[src/rtl/core_run_ctrl_pkg.sv]
// Shared types and default sizes for the CORE run controller.
// Latency: n/a (declarations only).
// Backpressure: n/a (declarations only).
package core_run_ctrl_pkg;

    // Default geometry: 16-word instruction memory, 32-bit words, 16-bit run budget.
    localparam int IMW_DEF = 4;
    localparam int IW_DEF  = 32;
    localparam int TOW_DEF = 16;

    // Controller states. The encoding is fixed here so that every user agrees on it.
    typedef enum logic [2:0] {
        S_IDLE  = 3'd0,
        S_LOAD  = 3'd1,
        S_ARMED = 3'd2,
        S_RUN   = 3'd3,
        S_DONE  = 3'd4,
        S_TOUT  = 3'd5
    } state_t;

endpackage

[src/rtl/core_run_ctrl_run_counter.sv]
// Saturating up-counter with synchronous clear and count enable.
// Latency: count updates on the clock edge after clr/en are sampled.
// Backpressure: none; clr wins over en, and the count sticks at all-ones.
module run_counter #(
    parameter int W = 16
) (
    input  logic         clk,
    input  logic         rst_n,
    input  logic         clr,
    input  logic         en,
    output logic [W-1:0] count
);

    localparam logic [W-1:0] ONE     = {{(W-1){1'b0}}, 1'b1};
    localparam logic [W-1:0] ALL_ONE = {W{1'b1}};

    // Clear has priority; otherwise count up while enabled, holding at the maximum.
    always_ff @(posedge clk or negedge rst_n) begin
        if (!rst_n) begin
            count <= '0;
        end else if (clr) begin
            count <= '0;
        end else if (en && (count != ALL_ONE)) begin
            count <= count + ONE;
        end
    end

endmodule

[src/rtl/core_run_ctrl.sv]
// Streams a program into CORE's instruction memory, then launches and times a CORE run.
// Latency: memory write appears one cycle after the loader handshake; core_start follows state.
// Backpressure: ld_ready drops outside IDLE/LOAD (and during abort); pending words are held off, not dropped.
module core_run_ctrl
    import core_run_ctrl_pkg::*;
#(
    parameter int IMW = IMW_DEF,
    parameter int IW  = IW_DEF,
    parameter int TOW = TOW_DEF
) (
    input  logic           clk,
    input  logic           rst_n,
    input  logic           ld_valid,
    input  logic [IW-1:0]  ld_data,
    input  logic           ld_last,
    output logic           ld_ready,
    output logic           im_we,
    output logic [IMW-1:0] im_addr,
    output logic [IW-1:0]  im_wdata,
    input  logic           go,
    input  logic           abort,
    input  logic [TOW-1:0] max_cycles,
    input  logic           core_halt,
    output logic           core_start,
    output logic           busy,
    output logic           done,
    output logic           timeout,
    output logic           overflow,
    output logic [IMW:0]   word_count,
    output logic [TOW-1:0] cycle_count
);

    localparam logic [IMW-1:0] PTR_ONE  = {{(IMW-1){1'b0}}, 1'b1};
    localparam logic [IMW-1:0] PTR_LAST = {IMW{1'b1}};
    localparam logic [IMW:0]   WC_ONE   = {{IMW{1'b0}}, 1'b1};
    localparam logic [TOW-1:0] CYC_ONE  = {{(TOW-1){1'b0}}, 1'b1};

    state_t         state;
    state_t         state_nxt;
    logic [IMW-1:0] ptr;
    logic           accept;
    logic           launch;
    logic           run_stay;
    logic           ptr_at_end;
    logic           budget_hit;

    // A handshake only ever happens in IDLE/LOAD, and never in an abort cycle.
    assign accept     = ld_valid & ld_ready;
    assign ptr_at_end = (ptr == PTR_LAST);

    // Budget of zero means unlimited; otherwise the last permitted RUN cycle is max_cycles-1.
    assign budget_hit = (max_cycles != '0) && (cycle_count == (max_cycles - CYC_ONE));

    // State register; async reset returns to IDLE, which also drops core_start immediately.
    always_ff @(posedge clk or negedge rst_n) begin
        if (!rst_n) begin
            state <= S_IDLE;
        end else begin
            state <= state_nxt;
        end
    end

    // Next-state and per-state strobes; abort overrides every other transition.
    always_comb begin
        state_nxt  = state;
        ld_ready   = 1'b0;
        core_start = 1'b0;
        launch     = 1'b0;
        run_stay   = 1'b0;
        case (state)
            S_IDLE: begin
                ld_ready = ~abort;
                if (ld_valid) begin
                    state_nxt = ld_last ? S_ARMED : S_LOAD;
                end
            end
            S_LOAD: begin
                ld_ready = ~abort;
                if (ld_valid && (ld_last || ptr_at_end)) begin
                    state_nxt = S_ARMED;
                end
            end
            S_ARMED: begin
                if (go) begin
                    state_nxt = S_RUN;
                    launch    = 1'b1;
                end
            end
            S_RUN: begin
                core_start = ~abort;
                if (core_halt) begin
                    state_nxt = S_DONE;
                end else if (budget_hit) begin
                    state_nxt = S_TOUT;
                end else begin
                    run_stay = 1'b1;
                end
            end
            S_DONE, S_TOUT: begin
                if (go) begin
                    state_nxt = S_RUN;
                    launch    = 1'b1;
                end
            end
            default: begin
                state_nxt = S_IDLE;
            end
        endcase
        if (abort) begin
            state_nxt = S_IDLE;
            launch    = 1'b0;
            run_stay  = 1'b0;
        end
    end

    // Load pointer, word count and sticky overflow; the first word of a load restarts them.
    always_ff @(posedge clk or negedge rst_n) begin
        if (!rst_n) begin
            ptr        <= '0;
            word_count <= '0;
            overflow   <= 1'b0;
        end else if (abort) begin
            ptr        <= '0;
            word_count <= '0;
            overflow   <= 1'b0;
        end else if (accept) begin
            if (state == S_IDLE) begin
                ptr        <= PTR_ONE;
                word_count <= WC_ONE;
                overflow   <= 1'b0;
            end else begin
                ptr        <= ptr + PTR_ONE;
                word_count <= word_count + WC_ONE;
                if (!ld_last && ptr_at_end) begin
                    overflow <= 1'b1;
                end
            end
        end
    end

    // Registered memory write port: one-cycle write strobe after each accepted word.
    always_ff @(posedge clk or negedge rst_n) begin
        if (!rst_n) begin
            im_we    <= 1'b0;
            im_addr  <= '0;
            im_wdata <= '0;
        end else if (abort) begin
            im_we    <= 1'b0;
            im_addr  <= '0;
            im_wdata <= '0;
        end else begin
            im_we <= accept;
            if (accept) begin
                im_addr  <= (state == S_IDLE) ? '0 : ptr;
                im_wdata <= ld_data;
            end
        end
    end

    // Run timer: cleared on launch and abort, advances only on RUN cycles that stay in RUN,
    // so the value seen on the last RUN cycle is what DONE/TOUT report.
    run_counter #(
        .W (TOW)
    ) u_run_counter (
        .clk   (clk),
        .rst_n (rst_n),
        .clr   (launch | abort),
        .en    (run_stay),
        .count (cycle_count)
    );

    assign busy    = (state == S_LOAD) || (state == S_RUN);
    assign done    = (state == S_DONE);
    assign timeout = (state == S_TOUT);

endmodule

[config.mk]
export PLATFORM = sky130hd
export DESIGN_NAME = core_run_ctrl
export DESIGN_NICKNAME = d
export VERILOG_FILES = /design/src/rtl/core_run_ctrl_pkg.sv /design/src/rtl/core_run_ctrl_run_counter.sv /design/src/rtl/core_run_ctrl.sv
export SDC_FILE = /design/constraint.sdc
export NUM_CORES = 1
export LEC_CHECK = 0
export ABC_AREA = 1
export BUFFER_PORTS_ARGS = -buffer_cell sky130_fd_sc_hd__buf_2
export CAP_MARGIN = 0
export CORE_ASPECT_RATIO = 1.4
export CORE_MARGIN = 3
export CORE_UTILIZATION = 35
export DETAILED_ROUTE_END_ITERATION = 10
export SYNTH_ARGS = -nofsm -noshare
export SYNTH_HDL_FRONTEND = slang
export SYNTH_SLANG_ARGS = --single-unit
[constraint.sdc]
create_clock -name clk -period 2.15 [get_ports clk]
set_clock_uncertainty 0.05 [all_clocks]
set_input_delay 0 -clock clk [delete_from_list [all_inputs] [get_ports clk]]
set_output_delay 0 -clock clk [all_outputs]
set_load 0.01 [all_outputs]
==> results of run 1 <==
-- routing by layer --
layer | GRT usage [%] | vias up | part of all wire, %
met2 | 34.5 | 122 | 53
met3 | 4.90 | 11 | 6.3
li1 | - | 1916 | -
met5 | 0 | - | 0
met4 | 5.69 | 0 | 1.2
met1 | 21.9 | 1832 | 40
-- through the flow --
stage	utilization, %	cells
4_1_cts	50.2	785
6_report	50.2	785
3_5_place_dp	44.2	735
3_3_place_gp	44.2	735
5_1_grt	50.2	785
2_1_floorplan	-	480
-- worst min-delay path, stage by stage --
cell and delay (ns):
buf_2 0.20, a31oi_1 0.06, nand3_1 0.08, nand2_1 0.05
-- synthesized netlist by cell type, drive strengths merged --
library cell	instances	area share [%]
ha	4	1.3
nor2	59	7.1
a22o	33	7.5
xnor2	7	1.6
dfrtp	66	43
a31o	1	0.23
inv	58	5.6
clkbuf	6	0.58
nand4	21	3.8
nor3	9	1.6
clkinv	1	0.097
and3	1	0.16
nand2	109	11
o21bai	1	0.19
a21oi	7	0.91
and2	1	0.16
buf	13	2.1
a31oi	1	0.16
xor2	17	3.9
o21ai	10	1.3
o22ai	3	0.49
nand3	46	6.4
nor4	1	0.16
nand3b	5	0.97
-- path summary, 6_finish.rpt --
kind / startpoint / end / slack [ns] / depth (start not counted)
worst max-delay path: state[0] / u_run_counter.count[10] / 0.20 / 10
worst min-delay path: abort / state[0] / 0.06 / 4
worst max register to register: state[0] / u_run_counter.count[10] / 0.20 / 10
worst min register to register: im_addr[3] / im_addr[3] / 0.44 / 2
max in group asynchronous: rst_n / state[0] / 1.20 / 3
min in group asynchronous: rst_n / im_wdata[5] / 0.20 / 2
-- final cells by class --
cell class	instances	area (um2)
clock buffers	10	229
multi-input cells	336	1890
well taps	138	173
flip-flops and latches	66	1650
fillers	1028	5260
clock inverters	5	56.3
inverters	59	221
repair buffers	171	1090
-- power groups by stage --
stage               logic, mW  clock network (mW)  registers [mW]
finish                  0.957                1.42            1.51
global route             1.07                1.52            1.53
CTS                     0.956                1.45            1.51
detailed placement      0.911                   0            1.52
global placement        0.894                   0            1.52
floorplan               0.483                   0            1.57
-- sequential cells by signal (all words and copies together), names as in the netlist --
name                 cells
im_wdata                32
state                    3
im_addr                  4
ptr                      4
word_count               5
im_we                    1
overflow                 1
u_run_counter.count     16
-- logic make-up after synthesis --
kind of cell,count (synthesis)
AOI/OAI and AO/OA,56
DFF,66
and+or+nand+nor,252
xor gates and xnor gates,24
buffers and inverters,78
adders and majority gates,4
-- timing repair --
item                                    in CTS  in global routing
hold buffers                                35                  0
setup buffers                                0                  0
hold endpoints to repair                    61                  0
endpoints found under the setup margin       0                  0
==> impl_summary.log, run 1 <==
[metrics] drt initial violations: 157
[metrics] final worst slack: 0.196 ns
[metrics] global-route wire length before repair: 18.5 mm
[metrics] Design Power: 3.88 mW
[metrics] worst hold path type: in2reg
[metrics] clock root buffer: clkbuf_16
[metrics] Cell Chain, Critical Path: inv_1 -> nor2_1 -> nand2_1 -> nor2_1 -> inv_1 -> nor2_2 -> inv_1 -> nor2_4 -> nand4_1 -> nand2_1
[metrics] # H-tree levels: 3
[metrics] peak fanout along the critical path: 16
[metrics] minimum hold slack: 0.0574 ns
[metrics] Data required, critical path: 2.36 ns
[metrics] number of synthesis warnings: 0
[metrics] pin count of the biggest net entering global routing: 39
[metrics] routed vias: 3881
[metrics] starting density of the core: 36.6%
[metrics] setup repair after global routing missed its margin: no
[metrics] area grow syn2layout: 37.4%
[metrics] Clock Latency Late Sink: 0.33 ns
[metrics] residual antenna-violating net count after detailed routing: 0
[metrics] fraction of power consumed by combinational cells: 24.6%
[metrics] max-slew violation count: 0
[metrics] crit path buf inv count: 3
[metrics] multiplexer share of the synthesized area: 0%
[metrics] post-detailed-route via-to-cell ratio: 4.94
[metrics] proportion of power drawn by flip-flops and latches: 38.9%
[metrics] final standard cell area without fillers: 5310 um2
[metrics] Max Clk Rate: 512 MHz
[metrics] DR pass1 iterations: 7
[metrics] critical path endpoint category: register
[metrics] slowest stage cell on the critical path: dfrtp_1
[metrics] Worst setup SP type: register
[metrics] number of register bits inferred by synthesis: 66
[metrics] shortest period the worst path allows: 1.95 ns
[metrics] Post-Synth Adder-Cell Area: 1.29%
[metrics] share of the synthesized area in compound gates (AO/OA/AOI/OAI): 10.7%
[metrics] number of buffers created by CTS: 9
[metrics] clock transition at the registers of the reported paths: 0.05 ns
[metrics] via count of the first global-routing pass: 3973
[metrics] relative slew slack: 55.7%
[metrics] dominant combinational cell family by area after synthesis: simple AND/OR/NAND/NOR gates
[metrics] synthesized-area fraction occupied by and/or/nand/nor cells: 31.4%
[metrics] quantity of gates resized following cts: 0
[metrics] final estimated routing congestion in global placement: 0.867
[metrics] period utilisation layout: 90.9%
[metrics] NetSw: 1.20 mW
[metrics] fraction of power spent switching nets: 31.0%
[metrics] cell family with the largest share of critical-path delay: simple AND/OR/NAND/NOR gates
[metrics] endpoint arrival time on the critical path: 2.16 ns
[metrics] most frequent CP cell: inv_1
[metrics] share of total power in the clock network: 36.5%
[metrics] x dimension of the die: 94.8 um
[metrics] Final Net Count: 702
[metrics] Die ar.: 12400 um2
[metrics] final number of setup-violating endpoints: 0
[metrics] average wire per cell in the routed design: 14.3 um
[metrics] worst voltage drop across the vdd grid: 0.461 mV
[metrics] result of the run: completed
[metrics] count of input and output buffers: 118
[metrics] sequential cell area fraction in the yosys report: 42.7%
[metrics] DIE HEIGHT: 130 um
[metrics] diode count: 0
[metrics] total routing resource utilization after global routing: 19.1%
[metrics] clock tree from TritonCTS: done
[metrics] xor and xnor fraction of the mapped netlist area: 5.44%
[metrics] number of nets in the synthesized netlist: 539
[metrics] Pleak: 2.94 nW
[metrics] clock tree buffer depth: 2
[metrics] Cell Int Power: 2.68 mW
[metrics] number of cells produced by synthesis: 480
[metrics] antenna violations before repair: 0
[metrics] proportion of layout cells with a drive suffix above 1: 28.4%
[metrics] most frequent standard cell in the layout excluding fill and tap cells: buf_2
[metrics] commonest cells after routing, fill and taps aside: 118 x buf_2, 104 x nand2_1, 66 x dfrtp_1, 49 x inv_1, 46 x nor2_1
[metrics] row count: 44
[metrics] clk sinks: 66
[metrics] highest cell delay on the worst timing path: 0.47 ns
[metrics] Synth Cell Area: 3870 um2
[metrics] number of remaining DRC errors: 0
[metrics] final count of hold timing violations: 0
[metrics] power density over the cells: 731 nW/um2
[metrics] Post-Synthesis Mean Instance Area: 8.05 um2
[metrics] standard cell core area: 10600 um2
[metrics] crit path kind: reg2reg
[metrics] setup TNS: 0 ns
[metrics] transition time at the pin with the least slew margin: 0.664 ns
[metrics] number of distinct standard cells referenced by the synthesized netlist: 39
[metrics] HPWL after detailed placement: 8.00 mm
[metrics] IO Count: 119
[metrics] final routed wirelength across all metal layers: 11.3 mm
[metrics] sum of overflow across all layers after global routing: 0
[metrics] worst slack, placed: 0.257 ns
[metrics] Post-DP Area: 4680 um2
[metrics] total of max-cap violations: 0
(Power assumes the default switching activity.)
==> inputs of run 2 (changes only) <==
--- a/config.mk
+++ b/config.mk
@@ -10,7 +10,7 @@
 export CAP_MARGIN = 0
 export CORE_ASPECT_RATIO = 1.4
 export CORE_MARGIN = 3
-export CORE_UTILIZATION = 35
+export CORE_UTILIZATION = 40
 export DETAILED_ROUTE_END_ITERATION = 10
 export SYNTH_ARGS = -nofsm -noshare
 export SYNTH_HDL_FRONTEND = slang
==> run 2 against run 1 <==
Against the previous run:
- sequential cell count is the same
- fmax rose by 0.52%
- first-iteration DRC count up 1.9%
- largest cell class unchanged
- count of clock-buffer cells in the layout is 1 higher
==> impl_summary.log, run 2 (synthesis gave the netlist of run 1 again) <==
[metrics] total routing resource utilization after global routing: 20.8%
[metrics] worst slack, placed: 0.196 ns
[metrics] number of buffers created by CTS: 9
[metrics] # H-tree levels: 3
[metrics] area grow syn2layout: 37.4%
[metrics] register-to-register path setup slack: 0.21 ns
[metrics] cell family with the largest share of critical-path delay: simple AND/OR/NAND/NOR gates
[metrics] Max Clk Rate: 514 MHz
[metrics] launching instance or port of the critical path: u_run_counter.count[5]
[metrics] proportion of layout cells with a drive suffix above 1: 28.7%
[metrics] diode count: 0
[metrics] sequential cell area: 1650 um2
[metrics] count of input and output buffers: 118
[metrics] worst hold path type: in2reg
[metrics] DIE HEIGHT: 122 um
[metrics] final standard cell area without fillers: 5310 um2
[metrics] met2 layer usage reported by global route: 37.0%
[metrics] HPWL after detailed placement: 7.95 mm
[metrics] Largest regs: im_wdata x32, u_run_counter.count x16, word_count x5
[metrics] peak fanout along the critical path: 16
[metrics] hold path start: abort
[metrics] source of the worst register-to-register timing path: u_run_counter.count[5]
[metrics] period utilisation layout: 90.4%
[metrics] row count: 41
[metrics] register with the most flip-flops: im_wdata
[metrics] most frequent standard cell in the layout excluding fill and tap cells: buf_2
[metrics] Data required, critical path: 2.36 ns
[metrics] post-detailed-route via-to-cell ratio: 5.10
[metrics] Cell Chain, Critical Path: inv_2 -> nor3_4 -> nand2_2 -> nor2_2 -> nand3_1 -> nor2_2 -> nand4_4 -> nand3_4 -> nand3_1 -> nand2_1
[metrics] met3 global-route usage: 4.57%
[metrics] Pleak: 2.96 nW
[metrics] number of filler instances in the final layout: 854
[metrics] number of remaining DRC errors: 0
[metrics] slowest stage cell on the critical path: dfrtp_1
[metrics] quantity of gates resized following cts: 0
[metrics] final count of hold timing violations: 0
[metrics] residual antenna-violating net count after detailed routing: 0
[metrics] via count of the first global-routing pass: 3833
[metrics] dpl cells: 703
[metrics] result of the run: completed
[metrics] relative slew slack: 59.5%
[metrics] clk sinks: 66
[metrics] Final Net Count: 703
[metrics] worst voltage drop across the vdd grid: 0.566 mV
[metrics] multi-input gate area in the final layout: 1890 um2
[metrics] Largest register FFs: 32
[metrics] average wire per cell in the routed design: 14.4 um
[metrics] power density over the cells: 744 nW/um2
[metrics] crit path kind: reg2reg
[metrics] commonest cells after routing, fill and taps aside: 118 x buf_2, 104 x nand2_1, 66 x dfrtp_1, 49 x inv_1, 46 x nor2_1
[metrics] IO Count: 119
[metrics] Design Power: 3.95 mW
[metrics] shortest period the worst path allows: 1.94 ns
[metrics] number of non-filler instances in the completed layout: 755
[metrics] x dimension of the die: 89.1 um
[metrics] clock transition at the registers of the reported paths: 0.06 ns
[metrics] layer with the highest usage after global routing: met2
[metrics] clock root buffer: clkbuf_16
[metrics] max-slew violation count: 0
[metrics] routed vias: 3850
[metrics] DR pass1 iterations: 4
[metrics] transition time at the pin with the least slew margin: 0.607 ns
[metrics] starting density of the core: 41.9%
[metrics] final worst slack: 0.206 ns
[metrics] final routed wirelength across all metal layers: 10.9 mm
[metrics] grt met1 use: 23.4%
[metrics] crit path buf inv count: 1
[metrics] clock tree buffer depth: 2
[metrics] final number of setup-violating endpoints: 0
[metrics] standard cell core area: 9230 um2
[metrics] clock tree from TritonCTS: done
[metrics] total of max-cap violations: 0
[metrics] setup repair after global routing missed its margin: no
[metrics] highest cell delay on the worst timing path: 0.53 ns
[metrics] Post-DP Area: 4630 um2
[metrics] pin count of the biggest net entering global routing: 44
[metrics] Die ar.: 10900 um2
[metrics] sum of overflow across all layers after global routing: 0
[metrics] final estimated routing congestion in global placement: 0.922
[metrics] Worst setup SP type: register
[metrics] setup TNS: 0 ns
[metrics] Clock Latency Late Sink: 0.32 ns
[metrics] critical path endpoint category: register
[metrics] endpoint arrival time on the critical path: 2.15 ns
[metrics] antenna violations before repair: 0
[metrics] global-route wire length before repair: 17.7 mm
[metrics] drt initial violations: 160
## run 2: cell types whose count changed in the layout (fill, tap and decap cells not counted), sizes merged
cell	change
buf	+1
clkbuf	+1
clkinv	-1
## run 2: stage by stage
step	hold slack, ns	util [%]
finish	0.0726	57.5
floorplan	-0.346	-
global placement	-0.0142	50.1
global route	0.0975	57.5
detailed placement	-0.00220	50.1
CTS	0.0621	57.2
## run 2: layout make-up
type	instances	area share, %
well taps	107	2.52
multi-input cells	336	35.6
flip-flops and latches	66	31.1
clock inverters	4	0.966
clock buffers	11	4.76
inverters	59	4.17
repair buffers	172	20.9
## run 2: per-layer routing
metal	share of wire [%]	wire (um)
met2	53	5730
met4	2.7	291
met5	0	0
met1	39	4280
met3	5.2	559
## run 2: worst register-to-register path, stage by stage (launching register included)
cell     delay [ns]
dfrtp_1        0.53
inv_2          0.11
nor3_4         0.22
nand2_2        0.09
nor2_2         0.11
nand3_1        0.09
nor2_2         0.14
nand4_4        0.13
nand3_4        0.23
nand3_1        0.11
nand2_1        0.08
## run 2: path summary, 6_finish.rpt
path | to | cells past startpoint
setup / recovery | u_run_counter.count[5] | 10
hold / removal | state[0] | 4
setup reg to reg | u_run_counter.count[5] | 10
hold reg to reg | im_addr[3] | 2
max in group asynchronous | overflow | 3
min in group asynchronous | im_wdata[19] | 2
## run 2: where the power goes
group / internal [mW] / switching [mW] / total (mW) / leakage [nW]
clock: 0.953 / 0.523 / 1.48 / 0.148
combinational: 0.403 / 0.556 / 0.960 / 1.91
sequential: 1.39 / 0.121 / 1.51 / 0.899
total: 2.75 / 1.20 / 3.95 / 2.96
## run 2: repair_timing
action | CTS | global route
endpoints found under the setup margin | 0 | 11
buffers inserted | 0 | 2
hold endpoints to repair | 57 | 0
hold buffers | 35 | 0
